**config.mk**
```make
export PLATFORM = sky130hd
export DESIGN_NAME = uart_tx_fifo
export DESIGN_NICKNAME = d
export VERILOG_FILES = /design/src/rtl/uart_tx_fifo.sv
export SDC_FILE = /design/constraint.sdc
export NUM_CORES = 1
export LEC_CHECK = 0
export BUFFER_PORTS_ARGS = -buffer_cell sky130_fd_sc_hd__buf_2
export CAP_MARGIN = 20
export CELL_PAD_IN_SITES_DETAIL_PLACEMENT = 1
export CELL_PAD_IN_SITES_GLOBAL_PLACEMENT = 2
export CORE_MARGIN = 5
export CORE_UTILIZATION = 42
export DETAILED_ROUTE_END_ITERATION = 8
export PLACE_DENSITY = 0.75
export SLEW_MARGIN = 15
export SYNTH_ARGS = -nofsm -noshare
export SYNTH_HDL_FRONTEND = slang
export SYNTH_SLANG_ARGS = --single-unit
```
**constraint.sdc**
```tcl
create_clock -name txclk -period 2.6 [get_ports txclk]
set_input_delay 0 -clock txclk [delete_from_list [all_inputs] [get_ports txclk]]
set_output_delay 0 -clock txclk [all_outputs]
set_load 0.02 [all_outputs]
```
**src/rtl/uart_tx_fifo.sv**
```systemverilog
// UART transmitter fed by a small byte FIFO: 8 data bits, LSB first, one stop bit.
// Define UART_TX_PARITY_EN to add an even-parity bit between the data bits and the stop bit.
module uart_tx_fifo #(
    parameter int unsigned CLKS_PER_BIT = 16,
    parameter int unsigned FIFO_DEPTH   = 4
) (
    input  logic       txclk,
    input  logic       reset_n,
    input  logic       tx_enable,
    input  logic       ld_tx_data,
    input  logic [7:0] tx_data,
    input  logic       clr_over_run,
    output logic       tx_ready,
    output logic       tx_out,
    output logic       tx_empty,
    output logic       tx_busy,
    output logic       tx_over_run
);

    localparam int unsigned PW = $clog2(FIFO_DEPTH);
    localparam int unsigned CW = PW + 1;
    localparam logic [15:0]   BAUD_RELOAD = 16'(CLKS_PER_BIT - 1);
    localparam logic [CW-1:0] FIFO_FULL   = CW'(FIFO_DEPTH);

`ifdef UART_TX_PARITY_EN
    typedef enum logic [2:0] {IDLE, START, DATA, PARITY, STOP} state_t;
`else
    typedef enum logic [1:0] {IDLE, START, DATA, STOP} state_t;
`endif

    state_t         state;
    logic [7:0]     mem [FIFO_DEPTH];
    logic [PW-1:0]  wr_ptr;
    logic [PW-1:0]  rd_ptr;
    logic [CW-1:0]  count;
    logic [15:0]    baud_cnt;
    logic [2:0]     bit_idx;
    logic [7:0]     shift_reg;
    logic           push;
    logic           pop;
`ifdef UART_TX_PARITY_EN
    logic           parity_bit;
`endif

    // Readiness comes from the registered count only, so a pop never frees room in the same cycle.
    assign tx_ready = (count != FIFO_FULL);
    assign push     = ld_tx_data && tx_ready;
    assign pop      = (state == IDLE) && tx_enable && (count != '0);
    assign tx_busy  = (state != IDLE);
    assign tx_empty = (count == '0) && (state == IDLE);

    always_ff @(posedge txclk) begin
        if (push) begin
            mem[wr_ptr] <= tx_data;
        end
    end

    always_ff @(posedge txclk or negedge reset_n) begin
        if (!reset_n) begin
            wr_ptr <= '0;
            rd_ptr <= '0;
            count  <= '0;
        end else begin
            if (push) begin
                wr_ptr <= wr_ptr + PW'(1);
            end
            if (pop) begin
                rd_ptr <= rd_ptr + PW'(1);
            end
            if (push && !pop) begin
                count <= count + CW'(1);
            end else if (pop && !push) begin
                count <= count - CW'(1);
            end
        end
    end

    // A dropped write in the same cycle as a clear leaves the flag set.
    always_ff @(posedge txclk or negedge reset_n) begin
        if (!reset_n) begin
            tx_over_run <= 1'b0;
        end else if (ld_tx_data && !tx_ready) begin
            tx_over_run <= 1'b1;
        end else if (clr_over_run) begin
            tx_over_run <= 1'b0;
        end
    end

    always_ff @(posedge txclk or negedge reset_n) begin
        if (!reset_n) begin
            state     <= IDLE;
            tx_out    <= 1'b1;
            baud_cnt  <= '0;
            bit_idx   <= '0;
            shift_reg <= '0;
`ifdef UART_TX_PARITY_EN
            parity_bit <= 1'b0;
`endif
        end else begin
            case (state)
                IDLE: begin
                    if (pop) begin
                        state     <= START;
                        tx_out    <= 1'b0;
                        baud_cnt  <= BAUD_RELOAD;
                        shift_reg <= mem[rd_ptr];
`ifdef UART_TX_PARITY_EN
                        parity_bit <= ^mem[rd_ptr];
`endif
                    end
                end
                START: begin
                    if (baud_cnt == '0) begin
                        state     <= DATA;
                        tx_out    <= shift_reg[0];
                        shift_reg <= {1'b0, shift_reg[7:1]};
                        bit_idx   <= '0;
                        baud_cnt  <= BAUD_RELOAD;
                    end else begin
                        baud_cnt <= baud_cnt - 16'd1;
                    end
                end
                DATA: begin
                    if (baud_cnt == '0) begin
                        baud_cnt <= BAUD_RELOAD;
                        if (bit_idx == 3'd7) begin
`ifdef UART_TX_PARITY_EN
                            state  <= PARITY;
                            tx_out <= parity_bit;
`else
                            state  <= STOP;
                            tx_out <= 1'b1;
`endif
                        end else begin
                            bit_idx   <= bit_idx + 3'd1;
                            tx_out    <= shift_reg[0];
                            shift_reg <= {1'b0, shift_reg[7:1]};
                        end
                    end else begin
                        baud_cnt <= baud_cnt - 16'd1;
                    end
                end
`ifdef UART_TX_PARITY_EN
                PARITY: begin
                    if (baud_cnt == '0) begin
                        state    <= STOP;
                        tx_out   <= 1'b1;
                        baud_cnt <= BAUD_RELOAD;
                    end else begin
                        baud_cnt <= baud_cnt - 16'd1;
                    end
                end
`endif
                STOP: begin
                    if (baud_cnt == '0) begin
                        state <= IDLE;
                    end else begin
                        baud_cnt <= baud_cnt - 16'd1;
                    end
                end
                default: begin
                    state  <= IDLE;
                    tx_out <= 1'b1;
                end
            endcase
        end
    end

endmodule

```
==> flow_summary.toml, run 1 <==
[status]
outcome = "complete, no violations"

[timing]
worst_slew_pin_slew_ns = 0.896
finClkSkew_ns = 0.0146
final-hold-violation-count = 0
finalSetupViolations = 0
rsz0062_at_grt = "false"
slew_viol_final = 0
fin_crit_ns = 2.41
fmax_ghz = 0.414
fin_crit_sh_pct = 92.9
tns_ns = 0
max_slew_margin_pct = 40.2

[floorplanning]
die_h_um = 99.3
ios = 18
die_area_um2 = 9870
rows = 32
dieWidth_um = 99.3
core_area_um2 = 7770
start_util_pct = 43.2

[synth]
synthTopCellsByCount = "37 x dfrtp_1, 32 x edfxtp_1, 29 x nand2_1"
async_flop_share_pct = 54.3
synthCells = 265
synth-seq-cells = 70
synth_top_family_by_area = "simple AND/OR/NAND/NOR gates"
ys_types = 49
synth_area_leader_cell = "edfxtp_1"
synth_top_area_share_pct = 28.7
avgSynthCellArea_um2 = 12.6
synth_seq_area_share_pct = 57.1
synth_adder_area_share_pct = 5.45
synth_edf_count = 32
synth-compound-area-share_pct = 8.51
yosys_warnings = 0
synth-xor-area-share_pct = 3.14
synth_nets = 292
netlist_top_cells_area = "edfxtp_1 29%, dfrtp_1 28%, mux4_2 5.4%, ha_1 4.9%, mux2_2 3.4%"
synth.area.mux_share_pct = 9.63
ys.flop_type = "dfrtp_1"
yosys.area_share.simple_pct = 14.2
syn_area_um2 = 3350
synth_most_common_cell = "dfrtp_1"

[layout]
drive_above_1_share_pct = 22.7
layout.nets = 330
synthToLayoutAreaGrowth_pct = 15.5
largest_register_ffs = 32
fin_util_pct = 49.8
diodes = 0

[route]
route.detailed.drc = 0
first_iter_violations = 71
post_drt_via_cell_ratio = 5.37
wl_per_cell_um = 17.2
routed_wl_um = 7060
num_vias = 2202
final_antenna_net_count = 0
first_pass_iters = 4

[pwr]
vdd_drop_max_mv = 0.528
leakagePower_nw = 1.61
finalPower_mw = 5.03
power_density_nw_per_um2 = 1300

[worst_setup_path]
worstSetupStartpoint = "baud_cnt[0]$_DFFE_PN0P_"
critPathArrivalTime_ns = 2.66
end_kind = "register"
crit_required_ns = 2.84
crit_path_max_fanout = 12
r2r_end = "baud_cnt[7]$_DFFE_PN0P_"
crit_end = "baud_cnt[7]$_DFFE_PN0P_"
slowest_delay_ns = 0.52
critPathTopFamily = "simple AND/OR/NAND/NOR gates"
worstPathCellList = "inv_1 > ha_1 > or3b_2 > nor4_4 > and2_2 > o311a_2 > o21ba_2"
reg2reg_setup_slack_ns = 0.19
worst_path_max_delay_cell = "or3b_2"
critPathKind = "reg -> reg"
cp.depth = 7
crit_buf_inv = 1
crit_path_start_kind = "register"
regToRegStartpoint = "baud_cnt[0]$_DFFE_PN0P_"
rr_worst_depth = 7

[cts]
cts-root-buf = "clkbuf_8"
postCtsSetupBuffers = 0
cts_buffer_depth = 2
clk_latency_ns = 0.34
cts.sinks = 70
cts_tree = "built"
path_clk_slew_ns = 0.09
htreeDepth = 3
numCtsBuffers = 9

[global_routing]
grt_max_degree = 39
grt_use_total_pct = 15.7
grt_pass1_wl_um = 12200
overflow = 0
antenna_found_initial = 0
grt_pass1_vias = 2370

[flow_run]
cap_violations = 0

[placement]
hpwl_um = 4800
gp_congestion = 0.744
port-buffer-count = 17

[hold_path]
min_path_type = "in -> reg"
-- metal layers --
layer  vias up  part of all wire (%)  global-route usage (%)
met5         -                     0                       0
met1      1119                    49                    21.8
met2        32                    47                    25.1
li1       1047                     -                       -
met4         0                  0.86                    4.10
met3         4                   2.9                    3.37
-- layout make-up --
cell class	count	area, um^2
fill	817	3900
sequential	70	1910
multi-input combinational	178	1370
timing repair buffer	32	228
tap	102	128
clock buffer	9	124
clock inverter	7	61.3
inverter	12	45.0
-- timing repair --
item | in CTS | in global routing
hold endpoints to repair | 71 | 0
endpoints found under the setup margin | 0 | 0
hold buffers | 12 | 0
resized for setup | 0 | 0
-- logic make-up (layout without fill, tap and decap cells) --
| group | after synthesis | in the layout |
|---|---|---|
| simple gates | 90 | 90 |
| flops | 70 | 70 |
| xor+xnor | 12 | 12 |
| compound gates | 41 | 41 |
| buf+inv | 17 | 60 |
| mux | 21 | 21 |
| fa+ha+maj | 14 | 14 |
-- report_power, final --
part / total [mW] / internal, mW / switching, mW
logic: 2.31 / 1.03 / 1.28
registers: 1.87 / 1.54 / 0.332
clock network: 0.848 / 0.367 / 0.481
-- worst min-delay path by stage --
stage | startpoint | end | slack, ns | depth (start not counted)
global placement | reset_n | baud_cnt[0]$_DFFE_PN0P_ | 0.17 | 1
finish | ld_tx_data | wr_ptr[0]$_DFFE_PN0P_ | 0.23 | 3
floorplan | reset_n | baud_cnt[0]$_DFFE_PN0P_ | -0.30 | 0
CTS | ld_tx_data | wr_ptr[0]$_DFFE_PN0P_ | 0.24 | 3
global route | ld_tx_data | wr_ptr[0]$_DFFE_PN0P_ | 0.24 | 3
detailed placement | reset_n | baud_cnt[0]$_DFFE_PN0P_ | 0.19 | 1
-- through the flow --
stage / hold slack (ns) / setup WS, ns / std cells / cell area (um^2)
floorplan: -0.296 / 0.348 / 265 / 3350
global placement: 0.174 / 0.280 / 382 / 3570
detailed placement: 0.185 / 0.199 / 382 / 3570
CTS: 0.240 / 0.178 / 410 / 3870
global route: 0.241 / 0.0814 / 410 / 3870
finish: 0.231 / 0.186 / 410 / 3870
-- tightest hold or removal path: cells and delay by family --
| family | cells | cell delay [ns] |
|---|---|---|
| AND/OR/NAND/NOR | 1 | 0.24 |
| buffers and inverters | 1 | 0.13 |
| XOR/XNOR | 1 | 0.17 |
-- cell usage in the layout (no fill, tap or decap), types with 4 or more instances in the layout --
cell / n
dlygate4sd3_1: 12
inv_1: 12
buf_2: 17
edfxtp_1: 32
xnor2_1: 4
nor2_1: 20
a21oi_1: 7
nand2_1: 29
nand4_1: 5
mux4_2: 8
inv_6: 4
xor2_1: 8
clkbuf_8: 9
nand3_1: 5
o21ai_0: 11
dfrtp_1: 37
a31oi_1: 4
mux2_2: 10
and3_1: 4
ha_1: 13
nor3_1: 7
No activity file was read; power rests on OpenSTA's default activity.
==> run 2: changes to the inputs <==
Settings changed: CORE_UTILIZATION 42 to 46, CTS_CLUSTER_SIZE set to 8, PLACE_DENSITY 0.75 to 0.82, RECOVER_POWER set to 50.
Clock period 2.6 ns to 3.1 ns, I/O delays scaled along.
==> flow_summary.toml, run 2 (same netlist as run 1, synthesis figures left out) <==
[layout]
finalInstanceArea_um2 = 3830
layout_commonest_cell = "dfrtp_1"
largest_register_ffs = 32
register_area_um2 = 1910
drive_above_1_share_pct = 18.4
multi_input_area_um2 = 1370
synthToLayoutAreaGrowth_pct = 14.3
final_cell_mix = "37 x dfrtp_1, 32 x edfxtp_1, 29 x nand2_1"
diodes = 0
fillerInstances = 741
layout.nets = 327

[hold_path]
worstHoldStart = "ld_tx_data"
min_path_type = "in -> reg"
hold_end = "wr_ptr[0]$_DFFE_PN0P_"
holdPathStages = 3

[global_routing]
grt_use_total_pct = 16.7
antenna_found_initial = 0
grtUsageMet3_pct = 3.63
use_met1_pct = 23.0
grt_pass1_wl_um = 11400
busiest_layer = "met2"
grt_pass1_vias = 2307
grtUsageMet2_pct = 25.9
overflow = 0
grt_max_degree = 39

[cts]
cts.sinks = 70
numCtsBuffers = 9
path_clk_slew_ns = 0.08
cts_tree = "built"
clk_latency_ns = 0.35
htreeDepth = 3
postCtsSetupBuffers = 0
cts_hold_buf = 12
cts-root-buf = "clkbuf_8"
post_cts_resize_count = 0
cts_buffer_depth = 2

[route]
first_iter_violations = 72
wl_per_cell_um = 16.3
num_vias = 2176
post_drt_via_cell_ratio = 5.39
final_antenna_net_count = 0
first_pass_iters = 4
routed_wl_um = 6600
route.detailed.drc = 0

[floorplanning]
ios = 18
die_h_um = 95.4
core_area_um2 = 7180
dieWidth_um = 95.4
start_util_pct = 46.7
die_area_um2 = 9090
rows = 31

[timing]
finClkSkew_ns = 0.00604
hold_ws_ns = 0.164
fmax_ghz = 0.395
worst_slew_pin_slew_ns = 2.07
max_slew_margin_pct = -38.2
fin_crit_sh_pct = 81.7
slew_viol_final = 39
finalSetupViolations = 0
rsz0062_at_grt = "false"
tns_ns = 0
fin_crit_ns = 2.53
final-hold-violation-count = 0

[worst_setup_path]
crit_path_start_kind = "register"
rr_worst_depth = 7
reg2reg_setup_slack_ns = 0.57
crit_required_ns = 3.34
end_kind = "register"
critPathArrivalTime_ns = 2.78
crit_path_max_fanout = 12
critPathKind = "reg -> reg"
regToRegStartpoint = "baud_cnt[0]$_DFFE_PN0P_"
r2r_end = "baud_cnt[7]$_DFFE_PN0P_"

[pwr]
power_density_nw_per_um2 = 1090
vdd_drop_max_mv = 0.410
p_seq_share_pct = 37.6
cellInternalPower_mw = 2.43
power_frac_clock_pct = 16.9
switching_power_mw = 1.73
finalPower_mw = 4.16
p_comb_share_pct = 45.5
leakagePower_nw = 1.56
switching_share_pct = 41.6

[placement]
gp_congestion = 0.774
hpwl_um = 4730
place_area_um2 = 3540
port-buffer-count = 17

[status]
violations = "max-capacitance violations, max-slew violations"
outcome = "finished, violations left"

[flow_run]
cap_violations = 1
## run 2: cell types whose count changed in the layout (fill, tap and decap cells not counted), sizes merged
cell,delta
clkinvlp,-1
clkinv,+1
clkbuf,+11
buf,-14
## run 2: through the flow
stage / setup WS [ns] / util, % / cells
3_5_place_dp: 0.589 / 49.3 / 376
3_3_place_gp: 0.650 / 49.3 / 376
2_1_floorplan: 0.848 / - / 265
4_1_cts: 0.578 / 53.6 / 404
5_1_grt: 0.440 / 53.4 / 404
6_report: 0.566 / 53.4 / 404
## run 2: final cells by class
cell class              count  area share (%)
repair buffers             29            5.00
multi-input cells         178            35.8
clock inverters             7            1.63
flip-flops and latches     70            49.9
inverters                  12            1.18
clock buffers               9            3.23
well taps                  99            3.23
## run 2: how the worst max path moves through the flow
stage	depth (start not counted)	slack, ns	to	startpoint
floorplan	7	0.85	bit_idx[0]$_DFFE_PN0P_	baud_cnt[0]$_DFFE_PN0P_
global placement	7	0.65	baud_cnt[7]$_DFFE_PN0P_	baud_cnt[0]$_DFFE_PN0P_
detailed placement	7	0.59	baud_cnt[7]$_DFFE_PN0P_	baud_cnt[0]$_DFFE_PN0P_
CTS	7	0.58	baud_cnt[7]$_DFFE_PN0P_	baud_cnt[0]$_DFFE_PN0P_
global route	7	0.44	baud_cnt[7]$_DFFE_PN0P_	baud_cnt[0]$_DFFE_PN0P_
finish	7	0.57	baud_cnt[7]$_DFFE_PN0P_	baud_cnt[0]$_DFFE_PN0P_
## run 2: worst max-delay path, cell delays in order (launching register included)
cell	delay, ns
dfrtp_1	0.44
inv_1	0.08
ha_1	0.20
or3b_2	0.51
nor4_4	0.37
and2_2	0.29
o311a_2	0.35
o21ba_2	0.20
## run 2: metal layers
metal	share of wire, %	routed length (um)
met4	1.7	113
met5	0	0
met2	47	3120
met3	2.7	175
met1	48	3190
## run 2: power groups by stage
stage | combinational, mW | clock (mW) | sequential (mW)
floorplan | 1.55 | 0 | 1.47
global placement | 1.85 | 0 | 1.57
detailed placement | 1.90 | 0 | 1.59
CTS | 1.92 | 0.726 | 1.57
global route | 2.13 | 0.768 | 1.61
finish | 1.89 | 0.705 | 1.56
